## src/rtl/cpu_seq_ws_if.sv

```systemverilog
// Bus between the mcpu datapath/memory side (master) and the instruction-cycle sequencer (slave).
// Carries decode inputs, the mem_req/mem_rdy handshake and the sequencer status outputs.
interface cpu_seq_ws_if #(
    parameter int CNT_W = 16
);
    logic             run;
    logic             hlt;
    logic             step;
    logic             need_exerd;
    logic             need_load;
    logic             irq;
    logic             ie;
    logic             mem_rdy;
    logic             clr_fault;
    logic [3:0]       q;
    logic             mem_req;
    logic             busy;
    logic             fault;
    logic             irq_ack;
    logic             instr_done;
    logic [CNT_W-1:0] instr_cnt;

    modport master (
        output run, hlt, step, need_exerd, need_load, irq, ie, mem_rdy, clr_fault,
        input  q, mem_req, busy, fault, irq_ack, instr_done, instr_cnt
    );

    modport slave (
        input  run, hlt, step, need_exerd, need_load, irq, ie, mem_rdy, clr_fault,
        output q, mem_req, busy, fault, irq_ack, instr_done, instr_cnt
    );
endinterface

```

## src/rtl/cpu_seq_ws.sv

```systemverilog
// Instruction-cycle sequencer for the mcpu core with memory wait states, bus timeout,
// single-step, interrupt entry and a sticky bus-fault state; q drives the datapath enables.
module cpu_seq_ws #(
    parameter int TIMEOUT = 16,
    parameter int WCNT_W  = 5,
    parameter int CNT_W   = 16
) (
    input logic         clk,
    input logic         rst_n,
    cpu_seq_ws_if.slave bus
);

    typedef enum logic [3:0] {
        S_IDLE  = 4'd0,
        S_OPCFT = 4'd1,
        S_OPLRD = 4'd2,
        S_OPLFT = 4'd3,
        S_ADRD  = 4'd4,
        S_EXERD = 4'd5,
        S_EXE   = 4'd6,
        S_LDRD  = 4'd7,
        S_LOAD  = 4'd8,
        S_IRQ   = 4'd9,
        S_FAULT = 4'd10
    } state_e;

    localparam int TO_LAST = (TIMEOUT > 0) ? TIMEOUT - 1 : 0;

    state_e            state_q;
    state_e            state_d;
    state_e            after_retire;
    logic [WCNT_W-1:0] wcnt_q;
    logic [CNT_W-1:0]  cnt_q;
    logic              in_wait;
    logic              timeout_hit;
    logic              retire;

    // Memory-read wait states; only these look at mem_rdy.
    assign in_wait     = (state_q == S_OPLRD) || (state_q == S_ADRD) ||
                         (state_q == S_EXERD) || (state_q == S_LDRD);
    assign timeout_hit = (TIMEOUT > 0) && (wcnt_q == WCNT_W'(TO_LAST));

    // Where a non-halting retire goes: interrupt entry first, then single-step.
    always_comb begin
        after_retire = S_OPCFT;
        if (bus.irq && bus.ie) begin
            after_retire = S_IRQ;
        end else if (bus.step) begin
            after_retire = S_IDLE;
        end
    end

    // NOTE: every output of a combinational block gets a default before the case,
    // so no path leaves a variable unassigned and no latch is inferred.
    always_comb begin
        state_d = state_q;
        retire  = 1'b0;
        unique case (state_q)
            S_IDLE:  if (bus.run) state_d = S_OPCFT;
            S_OPCFT: state_d = S_OPLRD;
            S_OPLRD: begin
                if (bus.mem_rdy)      state_d = S_OPLFT;
                else if (timeout_hit) state_d = S_FAULT;
            end
            S_OPLFT: state_d = S_ADRD;
            S_ADRD: begin
                if (bus.mem_rdy)      state_d = bus.need_exerd ? S_EXERD : S_EXE;
                else if (timeout_hit) state_d = S_FAULT;
            end
            S_EXERD: begin
                if (bus.mem_rdy)      state_d = S_EXE;
                else if (timeout_hit) state_d = S_FAULT;
            end
            S_EXE: begin
                // hlt outranks both the load phase and a pending interrupt.
                if (bus.hlt) begin
                    retire  = 1'b1;
                    state_d = S_IDLE;
                end else if (bus.need_load) begin
                    state_d = S_LDRD;
                end else begin
                    retire  = 1'b1;
                    state_d = after_retire;
                end
            end
            S_LDRD: begin
                if (bus.mem_rdy)      state_d = S_LOAD;
                else if (timeout_hit) state_d = S_FAULT;
            end
            S_LOAD: begin
                retire  = 1'b1;
                state_d = after_retire;
            end
            S_IRQ:   state_d = bus.step ? S_IDLE : S_OPCFT;
            S_FAULT: if (bus.clr_fault) state_d = S_IDLE;
            default: state_d = S_FAULT;
        endcase
    end

    // NOTE: reset is asynchronous and active-low so the sequencer drops to IDLE
    // at once, even in the middle of an instruction.
    always_ff @(posedge clk or negedge rst_n) begin
        if (!rst_n) begin
            state_q <= S_IDLE;
        end else begin
            // NOTE: sequential state uses non-blocking assignments only.
            state_q <= state_d;
        end
    end

    // The counter restarts outside wait states and on every ready, so each
    // wait state is entered with a zero count.
    always_ff @(posedge clk or negedge rst_n) begin
        if (!rst_n) begin
            wcnt_q <= '0;
        end else if (in_wait && !bus.mem_rdy) begin
            wcnt_q <= wcnt_q + 1'b1;
        end else begin
            wcnt_q <= '0;
        end
    end

    always_ff @(posedge clk or negedge rst_n) begin
        if (!rst_n) begin
            cnt_q <= '0;
        end else if (retire) begin
            cnt_q <= cnt_q + 1'b1;
        end
    end

    assign bus.q          = state_q;
    assign bus.mem_req    = in_wait;
    assign bus.busy       = (state_q != S_IDLE) && (state_q != S_FAULT);
    assign bus.fault      = (state_q == S_FAULT);
    assign bus.irq_ack    = (state_q == S_IRQ);
    assign bus.instr_done = retire;
    assign bus.instr_cnt  = cnt_q;

endmodule

```

## src/flat_wrapper.sv

```systemverilog
// flat-port wrapper written by rule: the top's interface ports become plain ports
module cpu_seq_ws_flat 
#(
    parameter int TIMEOUT = 16,
    parameter int WCNT_W  = 5,
    parameter int CNT_W   = 16
)
  (clk, rst_n, bus_run, bus_hlt, bus_step, bus_need_exerd, bus_need_load, bus_irq, bus_ie, bus_mem_rdy, bus_clr_fault, bus_q, bus_mem_req, bus_busy, bus_fault, bus_irq_ack, bus_instr_done, bus_instr_cnt);
  cpu_seq_ws_if #(.CNT_W(CNT_W)) bus_i ();
  input logic clk;
  input logic rst_n;
  input wire logic [$bits(bus_i.run)-1:0] bus_run;
  input wire logic [$bits(bus_i.hlt)-1:0] bus_hlt;
  input wire logic [$bits(bus_i.step)-1:0] bus_step;
  input wire logic [$bits(bus_i.need_exerd)-1:0] bus_need_exerd;
  input wire logic [$bits(bus_i.need_load)-1:0] bus_need_load;
  input wire logic [$bits(bus_i.irq)-1:0] bus_irq;
  input wire logic [$bits(bus_i.ie)-1:0] bus_ie;
  input wire logic [$bits(bus_i.mem_rdy)-1:0] bus_mem_rdy;
  input wire logic [$bits(bus_i.clr_fault)-1:0] bus_clr_fault;
  output wire logic [$bits(bus_i.q)-1:0] bus_q;
  output wire logic [$bits(bus_i.mem_req)-1:0] bus_mem_req;
  output wire logic [$bits(bus_i.busy)-1:0] bus_busy;
  output wire logic [$bits(bus_i.fault)-1:0] bus_fault;
  output wire logic [$bits(bus_i.irq_ack)-1:0] bus_irq_ack;
  output wire logic [$bits(bus_i.instr_done)-1:0] bus_instr_done;
  output wire logic [$bits(bus_i.instr_cnt)-1:0] bus_instr_cnt;
  assign bus_i.run = bus_run;
  assign bus_i.hlt = bus_hlt;
  assign bus_i.step = bus_step;
  assign bus_i.need_exerd = bus_need_exerd;
  assign bus_i.need_load = bus_need_load;
  assign bus_i.irq = bus_irq;
  assign bus_i.ie = bus_ie;
  assign bus_i.mem_rdy = bus_mem_rdy;
  assign bus_i.clr_fault = bus_clr_fault;
  assign bus_q = bus_i.q;
  assign bus_mem_req = bus_i.mem_req;
  assign bus_busy = bus_i.busy;
  assign bus_fault = bus_i.fault;
  assign bus_irq_ack = bus_i.irq_ack;
  assign bus_instr_done = bus_i.instr_done;
  assign bus_instr_cnt = bus_i.instr_cnt;
  cpu_seq_ws #(.TIMEOUT(TIMEOUT), .WCNT_W(WCNT_W), .CNT_W(CNT_W)) u_core (.clk(clk), .rst_n(rst_n), .bus(bus_i));
endmodule
```

## config.mk

```make
export PLATFORM = sky130hd
export DESIGN_NAME = cpu_seq_ws_flat
export DESIGN_NICKNAME = d
export VERILOG_FILES = /design/src/rtl/cpu_seq_ws_if.sv /design/src/rtl/cpu_seq_ws.sv /design/src/flat_wrapper.sv
export SDC_FILE = /design/constraint.sdc
export NUM_CORES = 1
export LEC_CHECK = 0
export ABC_CLOCK_PERIOD_IN_PS = 4200
export CORE_MARGIN = 2
export CORE_UTILIZATION = 40
export CTS_CLUSTER_SIZE = 40
export DETAILED_ROUTE_END_ITERATION = 8
export GPL_ROUTABILITY_DRIVEN = 0
export PLACE_DENSITY = 0.72
export SLEW_MARGIN = 20
export SYNTH_ARGS = -nofsm -noshare
export SYNTH_HDL_FRONTEND = slang
export SYNTH_SLANG_ARGS = --single-unit
```

## constraint.sdc

```tcl
create_clock -name clk -period 4.2 [get_ports clk]
set_input_delay 0.42 -clock clk [delete_from_list [all_inputs] [get_ports clk]]
set_output_delay 0.42 -clock clk [all_outputs]
set_load 0.01 [all_outputs]
```

=== Word level (Yosys, flattened, before mapping) ===
Index checks and enable logic that the tools add are counted.

* Add/subtract/negate cells: 2
* Equality and inequality tests: 14
* Multiplexer cells: 17
* Reductions and logical operators: 10

{| class="wikitable"
|+ Operators by type and width
! cell !! number
|-
| 4-bit one-hot mux with 11 select lines || 1
|-
| 4-bit 2-to-1 mux || 10
|-
| 16-bit by 1-bit adder with 16-bit output, second input constant || 1
|-
| 4-bit by 3-bit equality test with 1-bit output, second input constant || 4
|-
| 4-bit equality test, second input constant || 3
|-
| 4-bit by 2-bit equality test with 1-bit output, second input constant || 2
|-
| 5-bit by 1-bit adder with 5-bit output, second input constant || 1
|-
| 5-bit by 4-bit equality test with 1-bit output, second input constant || 1
|-
| 5-bit 2-to-1 mux || 1
|-
| 4-bit by 1-bit equality test with 1-bit output, second input constant || 1
|-
| 4-bit zero test || 1
|-
| 2-bit != test, second input constant || 2
|-
| 4-bit != test, second input constant || 1
|-
| 4-bit nonzero test || 1
|-
| 1-bit logical AND || 3
|-
| 1-bit logical OR || 3
|-
| 1-bit 2-to-1 mux || 3
|-
| 2-bit 2-to-1 mux || 1
|-
| 1-bit one-hot mux with 2 select lines || 1
|-
| 2-bit AND reduction || 1
|-
| 1-bit zero test || 1
|}

* Register bits after elaboration: 25

=== Longest topological paths before layout ===
Gate-level depths: netlist of run 1.

* Depth in word-level cells: 6
* Mapped depth: 7
* Depth with buffers taken out: 7

=== Least setup slack after synthesis of run 1 ===
Ideal clock, no wire load.

* Path type: register -> register
* From: reg u_core.wcnt_q[0]
* To: reg u_core.state_q[3] (netlist: u_core.bus.q[3])
* Setup time: 124 ps
* Arrival: 1548 ps
* Required time: 4076 ps
* Slack: 2528 ps
* Stages on the path, launching flop included: 8
* Path buffers: 0
* Path through: dfrtp_1 -> ha_1 -> and3_1 -> ha_1 -> nor4b_1 -> o21ai_0 -> a21oi_1 -> a211o_1

* Word-level cells in the longest chain between the ends: 4

{| class="wikitable"
|+ RTL lines
! what !! line !! text
|-
| from (decl) || cpu_seq_ws.sv:32 || <nowiki>logic [WCNT_W-1:0] wcnt_q;</nowiki>
|-
| from (signal assigned) || cpu_seq_ws.sv:117 || <nowiki>wcnt_q <= wcnt_q + 1'b1;</nowiki>
|-
| 5-bit by 4-bit equality test with 1-bit output (*) || cpu_seq_ws.sv:41 || <nowiki>assign timeout_hit = (TIMEOUT > 0) && (wcnt_q == WCNT_W'(TO_LAST));</nowiki>
|-
| 4-bit 2-to-1 mux (*) || -- ||
|-
| 4-bit 2-to-1 mux, on equally long branches || -- ||
|-
| 4-bit one-hot mux with 11 select lines (*) || -- ||
|-
| to (signal assigned) || cpu_seq_ws.sv:107 || <nowiki>state_q <= state_d;</nowiki>
|-
| to (decl) || cpu_seq_ws.sv:29 || <nowiki>state_e state_q;</nowiki>
|}

Mark *: on every way between the ends. The rest lies on a longest branch, timed or not.
A chain may end at the register's enable or synchronous reset.

=== Final worst setup path of run 1 ===
* From: reg u_core.state_q[3] (netlist: u_core.bus.q[3])
* To: out bus_instr_done

* Word-level cells in the longest chain between the ends: 2

{| class="wikitable"
|+ RTL lines
! what !! line !! text
|-
| 4-bit equality test / 4-bit by 3-bit equality test with 1-bit output (equally long branches) || cpu_seq_ws.sv:58 || <nowiki>unique case (state_q)</nowiki>
|-
| 1-bit one-hot mux with 2 select lines (*) || cpu_seq_ws.sv:58 ||
|-
| to (decl) || flat_wrapper.sv:26 || <nowiki>output wire logic [$bits(bus_i.instr_done)-1:0] bus_instr_done;</nowiki>
|}

Marked as above.

==> results of run 1 <==
## worst reg2reg max path, stage by stage (launching register included)
cell and delay (ns):
dfrtp_1 0.42, ha_1 0.22, and3_1 0.19, ha_1 0.24, nor4b_1 0.16, o21ai_0 0.19
a21oi_1 0.10, a211o_1 0.24
## cell families after synthesis
family	Yosys count
flip-flops	25
AO/OA/AOI/OAI	23
AND/OR/NAND/NOR	66
adder cells (fa/ha/maj)	3
buffers and inverters	16
XOR/XNOR	19
## metal layers
| layer | up-vias | routed length, µm |
|---|---|---|
| li1 | 600 | - |
| met1 | 593 | 1359 |
| met2 | 28 | 1559 |
| met3 | 2 | 134 |
| met4 | 0 | 22 |
| met5 | - | 0 |
## final cells by class
class	count	share of cell area, %
clock buffer	4	1.432
inverter	7	1.432
multi-input combinational	111	40.65
sequential	25	34.11
tap	46	3.138
timing repair buffer	36	19.24
## through the flow
stage	area [µm²]	util, %	hold slack [ns]	power, mW	setup slack (ns)
3_5_place_dp	1813	53.08	0.4582	0.7872	1.706
4_1_cts	1839	53.85	0.4775	0.8936	1.527
6_report	1834	53.70	0.07635	0.8841	1.532
5_1_grt	1834	53.70	0.1037	0.9567	1.373
3_3_place_gp	1813	53.08	0.4451	0.7750	1.764
2_1_floorplan	1450	-	0.1244	0.6271	2.528
## state kept, by name, summed over array words and instances (netlist names)
name / count
u_core.wcnt_q: 5
u_core.bus.q: 4
u_core.bus.instr_cnt: 16
## power by group through the flow
stage	clock [mW]	sequential, mW	combinational (mW)
after floorplan	0	0.339	0.288
after global placement	0	0.381	0.394
after detailed placement	0	0.385	0.402
after CTS	0.107	0.380	0.406
after global routing	0.120	0.395	0.442
final	0.102	0.382	0.400
## path summary, 6_finish.rpt
path / endpoint / slack (ns) / cells past startpoint
min in group clk: u_core.bus.instr_cnt[15]$_DFFE_PN0P_ / 0.47 / 1
worst min-delay path: u_core.bus.instr_cnt[15]$_DFFE_PN0P_ / 0.08 / 1
max in group asynchronous: u_core.bus.instr_cnt[8]$_DFFE_PN0P_ / 3.77 / 1
worst min register to register: u_core.bus.instr_cnt[15]$_DFFE_PN0P_ / 0.47 / 1
worst max-delay path: bus_instr_done / 1.53 / 5
worst max register to register: u_core.bus.q[3]$_DFFE_PN0P_ / 2.34 / 7
## Yosys cell counts (2+ instances only)
cell,instances
dfrtp_1,25
nand2_1,10
nor2_1,10
xnor2_1,10
nand3_1,9
xor2_1,9
nor3_1,8
and3_1,6
inv_1,6
a21oi_1,5
nand2b_1,5
o21ai_0,5
a31oi_1,4
clkbuf_1,4
nand4_1,4
buf_2,3
ha_1,3
a211oi_1,2
buf_6,2
nor4b_1,2
## cells in the final DEF, fill, tap and decap left out, drive strengths merged
cell	count
ha	3
o2bb2ai	1
nand3	9
and4	1
a211oi	2
dfrtp	25
nor3	8
nand4	4
xnor2	10
o22a	1
a31oi	4
and3	6
clkbuf	4
inv	7
a21oi	5
o21ai	5
buf	2
or3	1
nor4b	3
nor2	10
and3b	1
o31a	1
xor2	9
nor4bb	1
nand3b	1
nand2	10
a21o	1
a311oi	1
or3b	1
nand4b	1
a211o	1
nand2b	5
o41ai	1
nor2b	1
nor4	3
clkdlybuf4s50	34
==> run summary, run 1 <==
dpl hpwl -> 2272 µm
main flop type after synthesis -> dfrtp_1
clock skew -> 0.001571 ns
Seq pwr share -> 43.2%
Critical Path AT -> 2.25 ns
gr usage total -> 15.79%
initial antenna violation count -> 0
IO Pins -> 36
post-synth top area cell -> dfrtp_1
Synth warnings -> 0
Post-Syn Area -> 0.001450 mm²
critical-path cell list -> nor4b_2 > a31oi_1 > buf_4 > inv_2 > clkdlybuf4s50_1
CP Data Required Time -> 3.78 ns
sw frac -> 40.73%
Core ar. -> 0.003416 mm²
clock share of power -> 11.6%
Buf/Inv on CP -> 3
Seq/Total Area, Yosys -> 43.14%
RSZ-0062 raised after global routing -> no
Internal -> 0.5240 mW
layout cells sized above 1 -> 4.918%
number of synthesized flops with an enable pin -> 0
M3 GR Usage -> 3.697%
Area contributors post-synth -> dfrtp_1 (43%), xnor2_1 (6.0%), xor2_1 (5.4%)
area grow syn2layout -> 26.49%
clk_lat worst skew -> 0.31 ns
adder-cell share of the synthesized area -> 2.588%
Slew headroom -> 62.22%
asr flop ratio synth -> 100.0%
die outline height -> 64.21 µm
Synth Area in XOR/XNOR -> 11.48%
Post-CTS Resized -> 0
count of final setup violators -> 0
cell family with most CP delay -> buffers and inverters
Pwr Density -> 482.0 mW/mm²
start point of the critical path -> u_core.bus.q[3]$_DFFE_PN0P_
Final Non-Filler Cells -> 229
final hold violations -> 0
status -> complete, no violations
DRT Wirelength -> 3075 µm
actual slew at the worst max-slew pin -> 0.5589 ns
largest family of logic cells by synthesized area -> simple AND/OR/NAND/NOR gates
initial core utilization -> 42.45%
Netlist cell types -> 40
via count -> 1,223
grt met1 use -> 20.00%
Post-DRT Antenna Nets -> 0
Gate power share -> 45.3%
fill count -> 330
via count of the first global-routing pass -> 1,167
r2r startpoint -> u_core.wcnt_q[0]$_DFF_PN0_
Site Rows -> 21
most used routing layer -> met2
leakage -> 0.8060 nW
period utilisation layout -> 63.53%
first-pass detailed-route iteration total -> 4
Critical Path Sink Type -> output port
clock slew at reported path FFs -> 0.12 ns
synthesized area per cell -> 9.540 µm²
Final Net Count -> 198
Syn Nets -> 166
mux share of post-synthesis cell area -> 0%
area of the multi-input gates -> 745.7 µm²
slowest CP cell -> dfrtp_1
Post-CTS Hold Buffers -> 0
max cap viols -> 0
Die ar. -> 0.004123 mm²
post-CTS setup repair buffer count -> 0
share of the synthesized area in the top cell type -> 43.14%
Post-Syn Instances -> 152
initial DRC count -> 50
total gr overflow -> 0
Tmin final -> 2.668 ns
Synth Area in Simple Gates -> 27.01%
DRC viols -> 0
Max H-tree Level -> 1
#FFs+latches synth -> 25
Slew Viols, Final -> 0
Ant. Diodes -> 0
highest cell delay on the worst timing path -> 0.71 ns
worst setup path class -> flop to output port
CP max FO -> 19
routed len/inst -> 13.43 µm
number of port buffers -> 35
largest net degree at the start of global routing -> 26
Max clock buf depth -> 2
CTS Root Cell -> clkbuf_4
CTS tree -> done
setup TNS -> 0 ns
Max Clk Rate -> 374.8 MHz
Placed Cells -> 225
post-DR vias/cell -> 5.341
CTS buffer count -> 3
Hold Path Class -> input pin to async pin
Compound-Gate Fraction of Synth Area -> 10.35%
Reg area -> 625.6 µm²
met2 Use GR -> 26.82%
global-route wire length before repair -> 5285 µm
Die Width -> 64.21 µm
startpoint types -> flop
Max IR drop VDD -> 0.3806 mV
Switch Pwr -> 0.3601 mW
# clock sinks -> 25
(Power assumes the default switching activity.)
==> run 2: changes to the inputs <==
--- a/config.mk
+++ b/config.mk
@@ -5,13 +5,13 @@
 export SDC_FILE = /design/constraint.sdc
 export NUM_CORES = 1
 export LEC_CHECK = 0
-export ABC_CLOCK_PERIOD_IN_PS = 4200
+export ABC_CLOCK_PERIOD_IN_PS = 2390
 export CORE_MARGIN = 2
 export CORE_UTILIZATION = 40
 export CTS_CLUSTER_SIZE = 40
 export DETAILED_ROUTE_END_ITERATION = 8
 export GPL_ROUTABILITY_DRIVEN = 0
-export PLACE_DENSITY = 0.72
+export PLACE_DENSITY = 0.75
 export SLEW_MARGIN = 20
 export SYNTH_ARGS = -nofsm -noshare
 export SYNTH_HDL_FRONTEND = slang
==> constraint.sdc (replaced) <==
create_clock -name clk -period 2.39 [get_ports clk]
set_input_delay 0.239 -clock clk [delete_from_list [all_inputs] [get_ports clk]]
set_output_delay 0.239 -clock clk [all_outputs]
set_load 0.01 [all_outputs]
==> run 2 against run 1 <==
  * Cell count up 2.2%
  * Die area unchanged
  * First-iteration DRC count down 2.0%
  * Sequential cell count unchanged
  * Largest cell class unchanged
==> run summary, run 2 (synthesized netlist as in run 1, its figures left out) <==
IO Pins -> 36 (unchanged)
post-DR vias/cell -> 5.239 (-1.9%)
CP Data Required Time -> 2.15 ns (-1.63 ns)
layout cells sized above 1 -> 7.447% (+2.5 points)
via count -> 1,226 (+0.25%)
commonest cells after routing, fill and taps aside -> clkdlybuf4s50_1 (35), dfrtp_1 (25), nor2_1 (10), xnor2_1 (10), nand2_1 (10)
global-route wire length before repair -> 5775 µm (+9.3%)
largest net degree at the start of global routing -> 26 (unchanged)
CTS Root Cell -> clkbuf_4
dpl hpwl -> 2470 µm (+8.7%)
RSZ-0062 raised after global routing -> no
highest cell delay on the worst timing path -> 0.55 ns (-0.16 ns)
final hold violations -> 0 (unchanged)
Post-CTS Hold Buffers -> 0 (unchanged)
number of port buffers -> 35 (unchanged)
Die Width -> 64.21 µm (unchanged)
Ant. Diodes -> 0 (unchanged)
DRT Wirelength -> 3194 µm (+3.9%)
Tmin final -> 2.241 ns
post-CTS setup repair buffer count -> 0 (unchanged)
R2R Path End -> u_core.bus.q[3]$_DFFE_PN0P_
setup TNS -> 0 ns (unchanged)
setup ws final -> 0.1493 ns (-1.382 ns)
Slew Viols, Final -> 0 (unchanged)
DRC viols -> 0 (unchanged)
CTS tree -> done
initial DRC count -> 49 (-2.0%)
count of final setup violators -> 0 (unchanged)
clock skew -> 0.006469 ns (+0.004898 ns)
Critical Path Sink Type -> output port
actual slew at the worst max-slew pin -> 0.5047 ns (-0.05425 ns)
gr usage total -> 17.58% (+1.8 points)
Slew headroom -> 65.88% (+3.7 points)
Placed Cells -> 230 (+2.2%)
initial antenna violation count -> 0 (unchanged)
initial core utilization -> 42.45% (unchanged)
die outline height -> 64.21 µm (unchanged)
area grow syn2layout -> 29.51%
Post-DRT Antenna Nets -> 0 (unchanged)
R2R depth -> 7 (unchanged)
CTS buffer count -> 3 (unchanged)
max cap viols -> 0 (unchanged)
status -> complete, no violations
Max H-tree Level -> 1 (unchanged)
Max Clk Rate -> 446.3 MHz
Final Non-Filler Cells -> 234 (+2.2%)
clock slew at reported path FFs -> 0.13 ns (about the same)
CP max FO -> 11 (-8)
Buf/Inv on CP -> 1 (-2)
DP Worst Slack -> 0.3527 ns (-1.353 ns)
# clock sinks -> 25 (unchanged)
leakage -> 0.8339 nW (+3.5%)
startpoint types -> flop
max reg flops -> 16 (unchanged)
Final Net Count -> 203 (+2.5%)
critical-path cell list -> or3b_1 > nor2_1 > clkdlybuf4s50_1
via count of the first global-routing pass -> 1,307 (+12%)
Critical Path AT -> 2.00 ns (-0.25 ns)
most common cell after layout, fill and taps aside -> clkdlybuf4s50_1
first-pass detailed-route iteration total -> 4 (unchanged)
Core ar. -> 0.003416 mm² (unchanged)
r2r startpoint -> u_core.wcnt_q[0]$_DFF_PN0_
period utilisation layout -> 93.75%
slowest CP cell -> clkdlybuf4s50_1
Pwr Density -> 858.8 mW/mm² (+78%)
Hold Path Class -> input pin to async pin
worst setup path class -> flop to output port
Die ar. -> 0.004123 mm² (unchanged)
Site Rows -> 21 (unchanged)
clk_lat worst skew -> 0.32 ns (about the same)
R2R setup slack -> 0.54 ns (-1.80 ns)
Max IR drop VDD -> 0.4865 mV (+28%)
Max clock buf depth -> 2 (unchanged)
total gr overflow -> 0 (unchanged)
routed len/inst -> 13.65 µm (+1.7%)
cell family with most CP delay -> simple AND/OR/NAND/NOR gates
Post-CTS Resized -> 0 (unchanged)
-- run 2: worst max-delay path by stage --
stage                                        endpoint                        start  cells after the start
after floorplan           u_core.bus.q[3]$_DFFE_PN0P_   u_core.wcnt_q[0]$_DFF_PN0_                      7
after global placement                 bus_instr_done                      bus_hlt                      5
after detailed placement               bus_instr_done                      bus_hlt                      5
after CTS                                 bus_irq_ack  u_core.bus.q[2]$_DFFE_PN0P_                      3
after global routing                      bus_irq_ack  u_core.bus.q[2]$_DFFE_PN0P_                      3
final                                     bus_irq_ack  u_core.bus.q[2]$_DFFE_PN0P_                      3
-- run 2: layout make-up --
type | instances | area [µm²]
Fill cell | 322 | 1538
Multi-Input combinational cell | 111 | 745.7
Timing Repair Buffer | 41 | 395.4
Tap cell | 46 | 57.56
Clock inverter | 1 | 5.005
Clock buffer | 3 | 22.52
Inverter | 7 | 26.28
Sequential cell | 25 | 625.6
-- run 2: where the power goes --
| part | internal [mW] | switching, mW | total, mW |
|---|---|---|---|
| registers | 0.493 | 0.103 | 0.596 |
| logic | 0.402 | 0.431 | 0.833 |
| clock network | 0.0626 | 0.122 | 0.184 |
| total | 0.957 | 0.655 | 1.61 |
-- run 2: layer usage --
metal  up-vias  track usage [%]  routed length [µm]
met5         -                0                   0
met4         0            8.777                  58
li1        611                -                   -
met2        32            30.21                1624
met3         4            2.993                 113
met1       579            21.12                1397
-- run 2: metrics by stage --
| stage | cell area [µm²] | util, % | hold WS, ns | power (mW) |
|---|---|---|---|---|
| 2_1_floorplan | 1450 | - | -0.05659 | 1.102 |
| 3_3_place_gp | 1851 | 54.18 | 0.4458 | 1.409 |
| 3_5_place_dp | 1851 | 54.18 | 0.4622 | 1.433 |
| 4_1_cts | 1878 | 54.98 | 0.2512 | 1.624 |
| 5_1_grt | 1878 | 54.98 | 0.2675 | 1.744 |
| 6_report | 1878 | 54.98 | 0.2556 | 1.613 |
